`config.mk`:
```
export PLATFORM = sky130hd
export DESIGN_NAME = flash_decoder_flat
export DESIGN_NICKNAME = d
export VERILOG_FILES = /design/src/rtl/flash_decoder_if.sv /design/src/rtl/flash_decoder.sv /design/src/flat_wrapper.sv
export SDC_FILE = /design/constraint.sdc
export NUM_CORES = 1
export LEC_CHECK = 0
export BUFFER_PORTS_ARGS = -buffer_cell sky130_fd_sc_hd__buf_2
export CAP_MARGIN = 40
export CELL_PAD_IN_SITES_DETAIL_PLACEMENT = 1
export CELL_PAD_IN_SITES_GLOBAL_PLACEMENT = 1
export CORE_UTILIZATION = 30
export DETAILED_ROUTE_END_ITERATION = 16
export PLACE_DENSITY = 0.52
export SYNTH_ARGS = -nofsm -noshare
export SYNTH_HDL_FRONTEND = slang
export SYNTH_SLANG_ARGS = --single-unit
```
`constraint.sdc`:
```
create_clock -name clk -period 4.6 [get_ports clk]
set_input_delay 0 -clock clk [delete_from_list [all_inputs] [get_ports clk]]
set_output_delay 0 -clock clk [all_outputs]
set_load 0.02 [all_outputs]
```
`src/rtl/flash_decoder_if.sv`:
```
// flash_decoder_if: flash line (in) toward the decoder; count/valid/err back from it
interface flash_decoder_if #(parameter int CWIDTH = 4);
   logic in;
   logic [CWIDTH-1:0] count;
   logic valid;
   logic err;
   modport master (output in, input count, valid, err);
   modport slave (input in, output count, valid, err);
endinterface

```
`src/rtl/flash_decoder.sv`:
```
// flash_decoder: decodes an on/off flash train into a flash count; ports clk, rst (async active-low), f.in -> f.count/f.valid/f.err
module flash_decoder #(
   parameter int TWIDTH = 16,
   parameter int CWIDTH = 4,
   parameter int MIN_ON = 4,
   parameter int MAX_ON = 1000,
   parameter int GAP    = 2000
) (
   input logic clk,
   input logic rst,
   flash_decoder_if.slave f
);
   typedef enum logic [1:0] {IDLE, ON, SPACE, HOLD} state_t;
   state_t state, state_n;
   logic [1:0] sync;
   logic s;
   logic [TWIDTH-1:0] timer, timer_n;
   logic [CWIDTH-1:0] flashes, flashes_n, count_q, count_n;
   logic valid_q, valid_n, err_q, err_n;
   assign s = sync[1];
   assign f.count = count_q;
   assign f.valid = valid_q;
   assign f.err = err_q;
   always_ff @(posedge clk or negedge rst) begin
      if (!rst) begin
         sync <= '0;
         state <= IDLE;
         timer <= '0;
         flashes <= '0;
         count_q <= '0;
         valid_q <= 1'b0;
         err_q <= 1'b0;
      end else begin
         sync <= {sync[0], f.in};
         state <= state_n;
         timer <= timer_n;
         flashes <= flashes_n;
         count_q <= count_n;
         valid_q <= valid_n;
         err_q <= err_n;
      end
   end
   always_comb begin
      state_n = state;
      timer_n = timer;
      flashes_n = flashes;
      count_n = count_q;
      valid_n = 1'b0;
      err_n = 1'b0;
      unique case (state)
         IDLE: if (s) begin
            state_n = ON;
            timer_n = TWIDTH'(1);
            flashes_n = '0;
         end
         ON: if (s) begin
            if (timer == TWIDTH'(MAX_ON)) begin
               err_n = 1'b1;
               state_n = HOLD;
            end else timer_n = timer + TWIDTH'(1);
         end else if (timer < TWIDTH'(MIN_ON)) begin
            err_n = 1'b1;
            state_n = IDLE;
         end else begin
            flashes_n = (&flashes) ? flashes : flashes + CWIDTH'(1);
            state_n = SPACE;
            timer_n = TWIDTH'(1);
         end
         SPACE: if (s) begin
            state_n = ON;
            timer_n = TWIDTH'(1);
         end else if (timer == TWIDTH'(GAP - 1)) begin
            count_n = flashes;
            valid_n = 1'b1;
            state_n = IDLE;
         end else timer_n = timer + TWIDTH'(1);
         HOLD: state_n = s ? HOLD : IDLE;
         default: state_n = IDLE;
      endcase
   end
endmodule

```
`src/flat_wrapper.sv`:
```
// flat-port wrapper written by rule: the top's interface ports become plain ports
module flash_decoder_flat 
#(
   parameter int TWIDTH = 16,
   parameter int CWIDTH = 4,
   parameter int MIN_ON = 4,
   parameter int MAX_ON = 1000,
   parameter int GAP    = 2000
)
  (clk, rst, f_in, f_count, f_valid, f_err);
  flash_decoder_if #(.CWIDTH(CWIDTH)) f_i ();
  input logic clk;
  input logic rst;
  input wire logic [$bits(f_i.in)-1:0] f_in;
  output wire logic [$bits(f_i.count)-1:0] f_count;
  output wire logic [$bits(f_i.valid)-1:0] f_valid;
  output wire logic [$bits(f_i.err)-1:0] f_err;
  assign f_i.in = f_in;
  assign f_count = f_i.count;
  assign f_valid = f_i.valid;
  assign f_err = f_i.err;
  flash_decoder #(.TWIDTH(TWIDTH), .CWIDTH(CWIDTH), .MIN_ON(MIN_ON), .MAX_ON(MAX_ON), .GAP(GAP)) u_core (.clk(clk), .rst(rst), .f(f_i));
endmodule
```
; ---- Word-level counts from Yosys, hierarchy flattened
; Index checks and enable logic that the tools add are counted.
[op_classes]
order_cmp = 1
reduce_logical = 8
bitwise = 1
eq_ne = 14
mux = 27
add_sub_neg = 2
[ops]
columns = operator, count
row1 = 2-to-1 mux 16 bit, 6
row2 = one-hot mux 16 bit (3 select lines), 1
row3 = "adder 16 x 1 -> 16 bit, second input constant", 1
row4 = "== test 16 x 10 -> 1 bit, second input constant", 1
row5 = "== test 16 x 11 -> 1 bit, second input constant", 1
row6 = "< comparator 16 x 3 -> 1 bit, second input constant", 1
row7 = 2-to-1 mux 4 bit, 4
row8 = 2-to-1 mux 2 bit, 7
row9 = AND reduction 5 bit, 2
row10 = one-hot mux 2 bit (4 select lines), 1
row11 = one-hot mux 4 bit (2 select lines), 1
row12 = 2-to-1 mux 1 bit, 7
row13 = "inequality test 2 bit, second input constant", 3
row14 = "inequality test 3 x 2 -> 1 bit, second input constant", 2
row15 = "inequality test 3 bit, second input constant", 2
row16 = AND reduction 3 bit, 2
row17 = "adder 4 x 1 -> 4 bit, second input constant", 1
row18 = "== test 2 bit, second input constant", 2
row19 = AND reduction 4 bit, 1
row20 = "inequality test 3 x 1 -> 1 bit, second input constant", 1
row21 = nonzero test 3 bit, 1
row22 = "== test 2 x 1 -> 1 bit, second input constant", 1
row23 = logical NOT 2 bit, 1
row24 = "inequality test 2 x 1 -> 1 bit, second input constant", 1
row25 = 2 further kinds, 2
[totals]
reg_bits = 30
output_inout_bits = 6
word_cells = 60
in_bits = 3

; ---- Longest topological paths before layout
; Gate-level depths: netlist of run 1.
[depth]
depth_word = 5
ltp_mapped = 9
mapped_depth_nobuf = 8

; ---- Least setup slack after synthesis of run 1
; No wires, ideal clock.
[synth_timing]
path_kind = register to register
startpoint = reg u_core.timer[13]
endpoint = reg u_core.timer[5]
t_arrival_ns = 2.177
t_required_ns = 4.472
n_path_buf = 1
stages_incl_launch_ff = 8
period_less_slack_ns = 2.306
setup_time_ns = 0.128
path_slack_ns = 2.294
path_cell_list = dfrtp_1 > or4_4 > or4_4 > o22a_1 > nand3_2 > or2_4 > buf_8 > o31ai_1
[synth_via]
elab_chain_len = 3
elab_cells_between_ends = 7
classes_between = order compare: 1 / eq/ne: 5 / reduce/logical: 1
[synth_rtl]
columns = item, line_no
row1 = start: declaration, flash_decoder.sv:17  ; logic [TWIDTH-1:0] timer, timer_n;
row2 = start signal: assignment, flash_decoder.sv:36  ; timer <= timer_n;
row3 = "< comparator 16 x 3 -> 1 bit, or another cell as far along", flash_decoder.sv:61  ; end else if (timer < TWIDTH'(MIN_ON)) begin
row4 = inequality test 3 x 2 -> 1 bit (no source line) or inequality test 3 bit (tied branches), --
row5 = AND reduction 5 bit (no source line) *, --
; Every way passes the cells marked *; elsewhere a longest branch is shown, timed or not.
; A chain may end at the register's enable or synchronous reset.

; ---- Worst setup path in the final report of run 1
[layout_timing]
startpoint = reg u_core.timer[13]
endpoint = reg u_core.timer[7]
; The elaborated chain is that of the path after synthesis.

==> impl_metrics.yaml, run 1 <==
detailed_routing:
  drt-met1-wl_mm: 2.34
  wl_met3_um: 107
  routed_wl_mm: 4.49
  route.detailed.drc: 0
  vias: 1481
  via_per_inst: 5.41
  antenna_left: 0
  wl_met2_mm: 1.99
  dr.max_layer_used: "met4"
  firstDrtPassIters: 4
  drtIter0Drc: 69
  wl_per_cell_um: 16.4
finish:
  nNetsFinal: 213
  final_area_um2: 1930
  diodes: 0
  final_cell_mix: "30 x dfrtp_1, 21 x o21ai_0, 17 x nand2_1"
  area_growth_pct: 10.8
  layout_commonest_cell: "dfrtp_1"
  drive_above_1_share: 0.109
  finalNonFillerCells: 274
grt:
  grt_usage: 0.170
  grt_pass1_vias: 1568
  grt_pass1_wl_mm: 8.06
  grt_max_degree: 31
  antenna_found_initial: 0
  globalRouteOverflowTotal: 0
cts:
  cts_made_buffers: 5
  cts_max_path_buffers: 2
  clock-sinks: 30
  ctsResizeCount: 0
  post-cts-setup-buffer-count: 0
  clkLatencyLatePin_ns: 0.28
  htree_levels: 2
  cts_tree: "yes"
  cts_root_buf: "clkbuf_8"
  cts.clk_slew.worst_paths_ns: 0.06
logic_synthesis:
  yosysWarnings: 0
  syn-instance-count: 191
  synthFlopType: "dfrtp_1"
  synth_top_cell_area_share: 0.432
  ys_top_cells_by_area: "dfrtp_1 43%, o21ai_0 6.0%, ha_1 5.8%, nand3_1 3.7%, nand2_1 3.7%"
  seq_area_frac_synth: 0.432
  syn_area_um2: 1740
  synth_edf_count: 0
  yosysTopAreaCell: "dfrtp_1"
  syn_avg_cell_area_um2: 9.11
  synth-seq-cells: 30
  yosysUniqueCellTypes: 39
  async_reset_ff_frac: 1.00
  synth.net_count: 202
setup_path:
  end_kind: "flip-flop"
  critPathArrivalTime_ns: 2.85
  startpoint_type: "flip-flop"
  critPathMaxFanout: 18
  worstReg2RegStart: "u_core.timer[13]$_DFFE_PN0P_"
  rrSetupSlack_ns: 1.90
  r2r-end: "u_core.timer[7]$_DFFE_PN0P_"
  critical_path_class: "flip-flop to flip-flop"
  cp.required_ns: 4.75
  reg2reg_depth: 6
timing:
  worst_pin_slew_ns: 0.702
  timing.final.max_slew_violations: 0
  slew-limit-headroom: 0.532
  hold_viol: 0
  setup_viol: 0
  rsz0062_at_grt: "false"
  fin_crit_sh: 0.587
  period_minus_slack_ns: 2.70
  tns_ns: 0
  skew_ns: 0.00428
  max_freq_mhz: 370
power_and_ir_drop:
  p_per_area_nw_per_um2: 482
  p_leak_uw: 0.000864
  peakVddDrop_uv: 194
floorplan:
  core_um2: 5540
  fp.dieH_um: 78.1
  row_count: 27
  dieArea_um2: 6110
  initial_core_util: 0.314
  ios: 9
  die_x_um: 78.1
run:
  drv_cap: 0
placed_design:
  placed_area_um2: 1830
  hpwl_mm: 3.20
  place_inst: 265
  portBuffers: 8
  place_congestion: 0.709
status:
  status: "finished, final reports clean"
min_path:
  hold_path_class: "input port to async pin"
## sequential cells by signal (all words and copies together) (netlist names)
| signal | flops |
|---|---|
| u_core.timer | 16 |
| u_core.f.count | 4 |
| u_core.flashes | 4 |
| u_core.state | 2 |
| u_core.sync | 2 |
| u_core.f.err | 1 |
| u_core.f.valid | 1 |
## Yosys cell counts (4+ instances only)
cell and instances:
nand2b_1 6, ha_1 8, nor2_1 12, nand2_1 17, or4_1 4, o41ai_1 4
nand4_1 5, o21ai_0 21, o31ai_1 8, a21oi_1 5, and3_1 6, a31oi_1 4
nand3_1 13, dfrtp_1 30, inv_1 10
## cell type report
| cell class | instances | area, um2 |
|---|---|---|
| Inverter | 10 | 37.5 |
| Clock buffer | 7 | 76.3 |
| Tap cell | 72 | 90.1 |
| Timing Repair Buffer | 10 | 60.1 |
| Multi-Input combinational cell | 145 | 912 |
| Sequential cell | 30 | 751 |
| Fill cell | 666 | 3610 |
## worst max path at each step
stage | start | slack [ns] | to
2_1_floorplan | u_core.timer[13]$_DFFE_PN0P_ | 2.29 | u_core.timer[5]$_DFFE_PN0P_
3_3_place_gp | u_core.timer[13]$_DFFE_PN0P_ | 2.00 | u_core.timer[11]$_DFFE_PN0P_
3_5_place_dp | u_core.timer[13]$_DFFE_PN0P_ | 1.88 | u_core.timer[7]$_DFFE_PN0P_
4_1_cts | u_core.timer[13]$_DFFE_PN0P_ | 1.87 | u_core.timer[7]$_DFFE_PN0P_
5_1_grt | u_core.timer[13]$_DFFE_PN0P_ | 1.57 | u_core.timer[7]$_DFFE_PN0P_
6_report | u_core.timer[13]$_DFFE_PN0P_ | 1.90 | u_core.timer[7]$_DFFE_PN0P_
## critical path, stage by stage, from the launching register on
cell and delay, ns:
dfrtp_1 0.45, or4_4 0.58, nor4_1 0.33, nand4_1 0.37, nand3_2 0.41, or2_4 0.31, o31ai_1 0.11
## stage by stage
stage / power (uW) / setup WS (ns) / util / hold WS (ns)
finish: 929 / 1.90 / 0.348 / 0.307
global route: 1030 / 1.57 / 0.348 / 0.361
floorplan: 644 / 2.29 / - / -0.296
global placement: 722 / 2.00 / 0.330 / 0.0859
detailed placement: 737 / 1.88 / 0.330 / 0.0986
CTS: 945 / 1.87 / 0.348 / 0.332
## cells by family (layout without fill, tap and decap cells)
kind of cell             Yosys count  in the layout  share of synthesized area
AND/OR/NAND/NOR                   80             80                      0.252
multiplexers                       4              4                     0.0245
AO/OA/AOI/OAI                     53             53                      0.191
flip-flops                        30             30                      0.432
buffers and inverters             16             27                     0.0439
adder cells (fa/ha/maj)            8              8                     0.0576
## per-layer routing
layer | GRT usage | up-vias
met5 | 0 | -
met4 | 0.0593 | 0
met3 | 0.0326 | 7
met2 | 0.258 | 18
met1 | 0.240 | 735
li1 | - | 721
## where the power goes
part	internal (uW)	switching (uW)	total (uW)
Clock	104	95.4	199
Sequential	302	40.6	343
Combinational	137	250	387
Total	543	386	929
## what timing repair did
| action | in CTS | in global routing |
|---|---|---|
| hold buffers | 2 | 0 |
| setup endpoints to repair | 0 | 0 |
| endpoints found under the hold margin | 31 | 0 |
Note: power is estimated with default switching activity, not from simulation.
==> run 2: changes to the inputs <==
ABC_AREA = 1   (was default)
PLACE_DENSITY = 0.54   (was 0.52)
clock period = 2.8 ns   (was 4.6 ns; I/O delays follow)
==> run 2 against run 1 <==
Compared with the run above:
- global-route usage up 2.3 points
- routed wire length up 42%
- hold slack worse by 0.0057 ns
- non-clock buffer count up 4
- via count up 37%
- register-to-register slack worse by 1.2 ns
- synthesized area up 24%
- clock skew up 0.0016 ns
- clock power up 95%
- combinational power up 72%
- synthesized cell count up 63%
- sequential share of layout area down 7.5 points
- largest power group unchanged
==> impl_metrics.yaml, run 2 <==
timing:
  skew_ns: 0.00592
  hold_viol: 0
  rsz0062_at_grt: "false"
  fin_crit_sh: 0.735
  period_minus_slack_ns: 2.06
  tns_ns: 0
  timing.final.max_slew_violations: 0
  setup_viol: 0
  slew-limit-headroom: 0.508
  worst_pin_slew_ns: 0.737
  max_freq_mhz: 486
finish:
  drive_above_1_share: 0.118
  layout_commonest_cell: "nand2_1"
  final_cell_mix: "94 x nand2_1, 36 x inv_1, 33 x nand3_1"
  nNetsFinal: 333
  final_area_um2: 2390
  register_area_um2: 751
  top_register: "u_core.timer"
  fillers: 901
  multi_input_area_um2: 1190
  area_growth_pct: 11.2
  final_core_util: 0.348
  diodes: 0
  largest_reg_flops: 16
logic_synthesis:
  syn_area_um2: 2150
  syn_avg_cell_area_um2: 6.91
  syn-instance-count: 311
  synth_edf_count: 0
  synth_most_common_cell: "nand2_1"
  synthFlopType: "dfrtp_1"
  async_reset_ff_frac: 1.00
  synth_common_cells: "94 x nand2_1, 36 x inv_1, 33 x nand3_1"
  yosysTopAreaCell: "dfrtp_1"
  ys_top_cells_by_area: "dfrtp_1 35%, nand2_1 16%, nand3_1 7.7%, inv_1 6.3%, nand4_1 5.8%"
  yosysWarnings: 0
  synth.net_count: 322
  seq_area_frac_synth: 0.349
  yosysUniqueCellTypes: 28
  synth-seq-cells: 30
  synth_top_cell_area_share: 0.349
floorplan:
  fp.dieH_um: 86.6
  core_um2: 6870
  die_x_um: 86.6
  initial_core_util: 0.313
  ios: 9
  row_count: 30
  dieArea_um2: 7510
detailed_routing:
  wl_per_cell_um: 15.2
  via_per_inst: 4.83
  routed_wl_mm: 6.36
  vias: 2022
  firstDrtPassIters: 4
  drtIter0Drc: 87
  antenna_left: 0
  route.detailed.drc: 0
setup_path:
  cp.required_ns: 2.99
  critPathArrivalTime_ns: 2.25
  critPathMaxFanout: 16
  end_kind: "flip-flop"
  startpoint_type: "flip-flop"
  critical_path_class: "flip-flop to flip-flop"
cts:
  cts_made_buffers: 5
  clock-sinks: 30
  htree_levels: 2
  cts_tree: "yes"
  cts_max_path_buffers: 2
  cts.clk_slew.worst_paths_ns: 0.07
  post-cts-setup-buffer-count: 0
  cts_root_buf: "clkbuf_8"
  ctsResizeCount: 0
  cts.hold.buffers_added: 2
  clkLatencyLatePin_ns: 0.29
placed_design:
  place_congestion: 0.803
  portBuffers: 8
  hpwl_mm: 4.72
  placed_area_um2: 2270
grt:
  globalRouteOverflowTotal: 0
  grt_usage: 0.193
  grt_pass1_vias: 2131
  grt_max_degree: 31
  grt_pass1_wl_mm: 11.0
  antenna_found_initial: 0
status:
  status: "finished, final reports clean"
power_and_ir_drop:
  p_per_area_nw_per_um2: 670
  p_leak_uw: 0.00118
  peakVddDrop_uv: 353
min_path:
  hold_path_class: "input port to async pin"
run:
  drv_cap: 0
run 2: cell count changes after synthesis, moves of 6 or more:
cell / change
nand2_1: +77
inv_1: +26
nand3_1: +20
nor2_1: +16
nand4_1: +15
o31ai_1: -8
and3_1: -6
nand2b_1: -6
run 2: cells by family after synthesis:
family / synth area share
xor+xnor: 0.0163
flops: 0.349
simple gates: 0.422
fa+ha+maj: 0.0466
buf+inv: 0.0984
compound gates: 0.0675
run 2: worst paths after layout:
path                                             start                           end  slack, ns  depth (start not counted)
setup / recovery           u_core.state[0]$_DFFE_PN0P_  u_core.timer[13]$_DFFE_PN0P_       0.74                         11
hold / removal                                     rst      u_core.f.valid$_DFF_PN0_       0.30                          2
setup reg to reg           u_core.state[0]$_DFFE_PN0P_  u_core.timer[13]$_DFFE_PN0P_       0.74                         11
hold reg to reg               u_core.sync[0]$_DFF_PN0_      u_core.sync[1]$_DFF_PN0_       0.35                          0
max in group asynchronous                          rst   u_core.timer[8]$_DFFE_PN0P_       2.03                          2
min in group clk                                  f_in      u_core.sync[0]$_DFF_PN0_       0.34                          2
run 2: routing by layer:
layer | vias to the layer above | GRT usage | part of all wire
li1 | 1024 | - | -
met1 | 976 | 0.259 | 0.50
met2 | 17 | 0.325 | 0.47
met3 | 5 | 0.0314 | 0.021
met4 | 0 | 0.0455 | 0.010
met5 | - | 0 | 0
run 2: cell type report:
cell class / count / share of cell area
clock buffer: 6 / 0.0346
inverter: 38 / 0.0613
clock inverter: 2 / 0.00524
sequential: 30 / 0.314
tap: 96 / 0.0503
timing repair buffer: 14 / 0.0377
multi-input combinational: 233 / 0.497
run 2: through the flow:
| stage | total power [uW] | cells | setup slack, ns | hold WS, ns |
|---|---|---|---|---|
| final | 1600 | 419 | 0.743 | 0.301 |
| after global routing | 1750 | 419 | 0.549 | 0.344 |
| after CTS | 1640 | 419 | 0.708 | 0.337 |
| after detailed placement | 1230 | 409 | 0.731 | 0.111 |
| after global placement | 1240 | 409 | 0.756 | 0.109 |
| after floorplan | 1030 | 311 | 1.26 | -0.296 |
run 2: power by group:
part	leakage (uW)	switching, uW	internal (uW)
sequential	0.000407	62.9	484
clock	0.0000472	190	198
combinational	0.000731	479	187
total	0.00118	732	869
run 2: worst max-delay path, stage by stage (launching register included):
cell	delay (ns)
dfrtp_1	0.42
inv_1	0.09
ha_1	0.20
buf_4	0.18
inv_1	0.09
nor2_1	0.09
nand3_4	0.20
nand2_4	0.09
nor2_4	0.38
nand2_1	0.09
nand2_1	0.08
inv_1	0.04
==> run 3: changes to the inputs <==
clock period = 2 ns   (was 2.8 ns; I/O delays follow)
==> run 3 against run 2 <==
Compared with the run above:
- cell count grew 0.95%
- sequential cell count unchanged
- first-iteration DRC count decreased by 23%
- hold slack better by 0.0098 ns
- clock-buffer cell count did not move
- critical path depth shrank 1
- fmax grew 16%
- utilization up 1.3 points
- combinational power grew 56%
- sequential power grew 40%
- sequential share of layout area down 1.1 points
- critical endpoint is now u_core.timer[1]$_DFFE_PN0P_
- largest power group unchanged
==> impl_metrics.yaml, run 3 (same netlist as run 2, synthesis figures left out) <==
status:
  status: "finished, final reports clean"
timing:
  period_minus_slack_ns: 1.77
  timing.final.max_slew_violations: 0
  rsz0062_at_grt: "false"
  hold_viol: 0
  worst_pin_slew_ns: 0.732
  tns_ns: 0
  skew_ns: 0.00477
  max_freq_mhz: 566
  postLayoutSetupSlackWorst_ns: 0.232
  slew-limit-headroom: 0.512
  fin_crit_sh: 0.884
  setup_viol: 0
finish:
  fillers: 884
  final_area_um2: 2480
  layout_commonest_cell: "nand2_1"
  drive_above_1_share: 0.128
  largest_reg_flops: 16
  diodes: 0
  area_growth_pct: 15.4
  top_register: "u_core.timer"
  register_area_um2: 751
  final_cell_mix: "94 x nand2_1, 36 x inv_1, 33 x nand3_1"
  nNetsFinal: 337
  multi_input_area_um2: 1190
power_and_ir_drop:
  peakVddDrop_uv: 420
  power.total_uw: 2600
  p_per_area_nw_per_um2: 1050
  p_leak_uw: 0.00123
floorplan:
  fp.dieH_um: 86.6
  core_um2: 6870
  initial_core_util: 0.313
  row_count: 30
  die_x_um: 86.6
  ios: 9
  dieArea_um2: 7510
cts:
  cts_max_path_buffers: 2
  cts.hold.buffers_added: 2
  htree_levels: 2
  clock-sinks: 30
  post-cts-setup-buffer-count: 0
  cts.clk_slew.worst_paths_ns: 0.07
  cts_made_buffers: 5
  cts_tree: "yes"
  ctsResizeCount: 0
  cts_root_buf: "clkbuf_8"
  clkLatencyLatePin_ns: 0.29
setup_path:
  critPathMaxFanout: 13
  critical_path_class: "flip-flop to flip-flop"
  rrSetupSlack_ns: 0.23
  end_kind: "flip-flop"
  critPathArrivalTime_ns: 1.99
  startpoint_type: "flip-flop"
  cp.required_ns: 2.22
grt:
  grt_pass1_vias: 2038
  grt_pass1_wl_mm: 10.6
  grt_max_degree: 31
  grt_usage: 0.189
  antenna_found_initial: 0
  globalRouteOverflowTotal: 0
detailed_routing:
  wl_per_cell_um: 15.1
  antenna_left: 0
  via_per_inst: 4.85
  route.detailed.drc: 0
  drtIter0Drc: 67
  vias: 2050
  firstDrtPassIters: 4
  routed_wl_mm: 6.40
placed_design:
  placed_area_um2: 2320
  hpwl_mm: 4.66
  portBuffers: 8
  pre_cts_ws_ns: 0.235
  place_congestion: 0.748
run:
  drv_cap: 0
min_path:
  hold_path_class: "input port to async pin"
==> run 3: changes by cell type in the layout (fill, tap and decap cells not counted), sizes merged <==
| cell | previous run | this run |
|---|---|---|
| clkinv | 2 | 1 |
| buf | 12 | 16 |
| clkinvlp | 1 | 0 |
| bufinv | 0 | 2 |
==> run 3: where the power goes <==
part	internal (uW)	total, uW	switching [uW]
logic	330	1040	706
clock network	532	800	268
registers	678	765	87.4
==> run 3: per-stage QoR <==
step | utilization | hold WS (ns) | std cells
final | 0.361 | 0.311 | 423
after global routing | 0.361 | 0.356 | 423
after CTS | 0.361 | 0.332 | 423
after detailed placement | 0.337 | 0.111 | 413
after global placement | 0.337 | 0.110 | 413
after floorplan | - | -0.296 | 311
==> run 3: path summary, 6_finish.rpt <==
kind,from,endpoint,depth (start not counted)
worst max-delay path,u_core.timer[0]$_DFFE_PN0P_,u_core.timer[1]$_DFFE_PN0P_,10
worst min-delay path,rst,u_core.f.valid$_DFF_PN0_,2
worst max register to register,u_core.timer[0]$_DFFE_PN0P_,u_core.timer[1]$_DFFE_PN0P_,10
worst min register to register,u_core.sync[0]$_DFF_PN0_,u_core.sync[1]$_DFF_PN0_,0
max in group asynchronous,rst,u_core.timer[7]$_DFFE_PN0P_,2
min in group clk,f_in,u_core.sync[0]$_DFF_PN0_,2
==> run 3: routing by layer <==
metal | GRT usage | wire length, um | vias up
met2 | 0.313 | 2970 | 17
met5 | 0 | 0 | -
met1 | 0.255 | 3230 | 995
met4 | 0.0500 | 66 | 0
met3 | 0.0324 | 131 | 6
li1 | - | - | 1032
==> run 3: final cells by class <==
type                            instances  share of cell area
Timing Repair Buffer                   18              0.0535
Clock buffer                            6              0.0333
Sequential cell                        30               0.303
Clock inverter                          2              0.0242
Inverter                               38              0.0590
Multi-Input combinational cell        233               0.479
Tap cell                               96              0.0484
==> run 3: worst max-delay path: stages, from the launching register on <==
cell	delay (ns)
dfrtp_1	0.43
inv_1	0.19
ha_1	0.18
nand3_1	0.10
nor2_1	0.12
nand2_1	0.09
nand2_1	0.08
nand3_2	0.15
nand2_4	0.22
nand2_1	0.07
o21ai_0	0.07
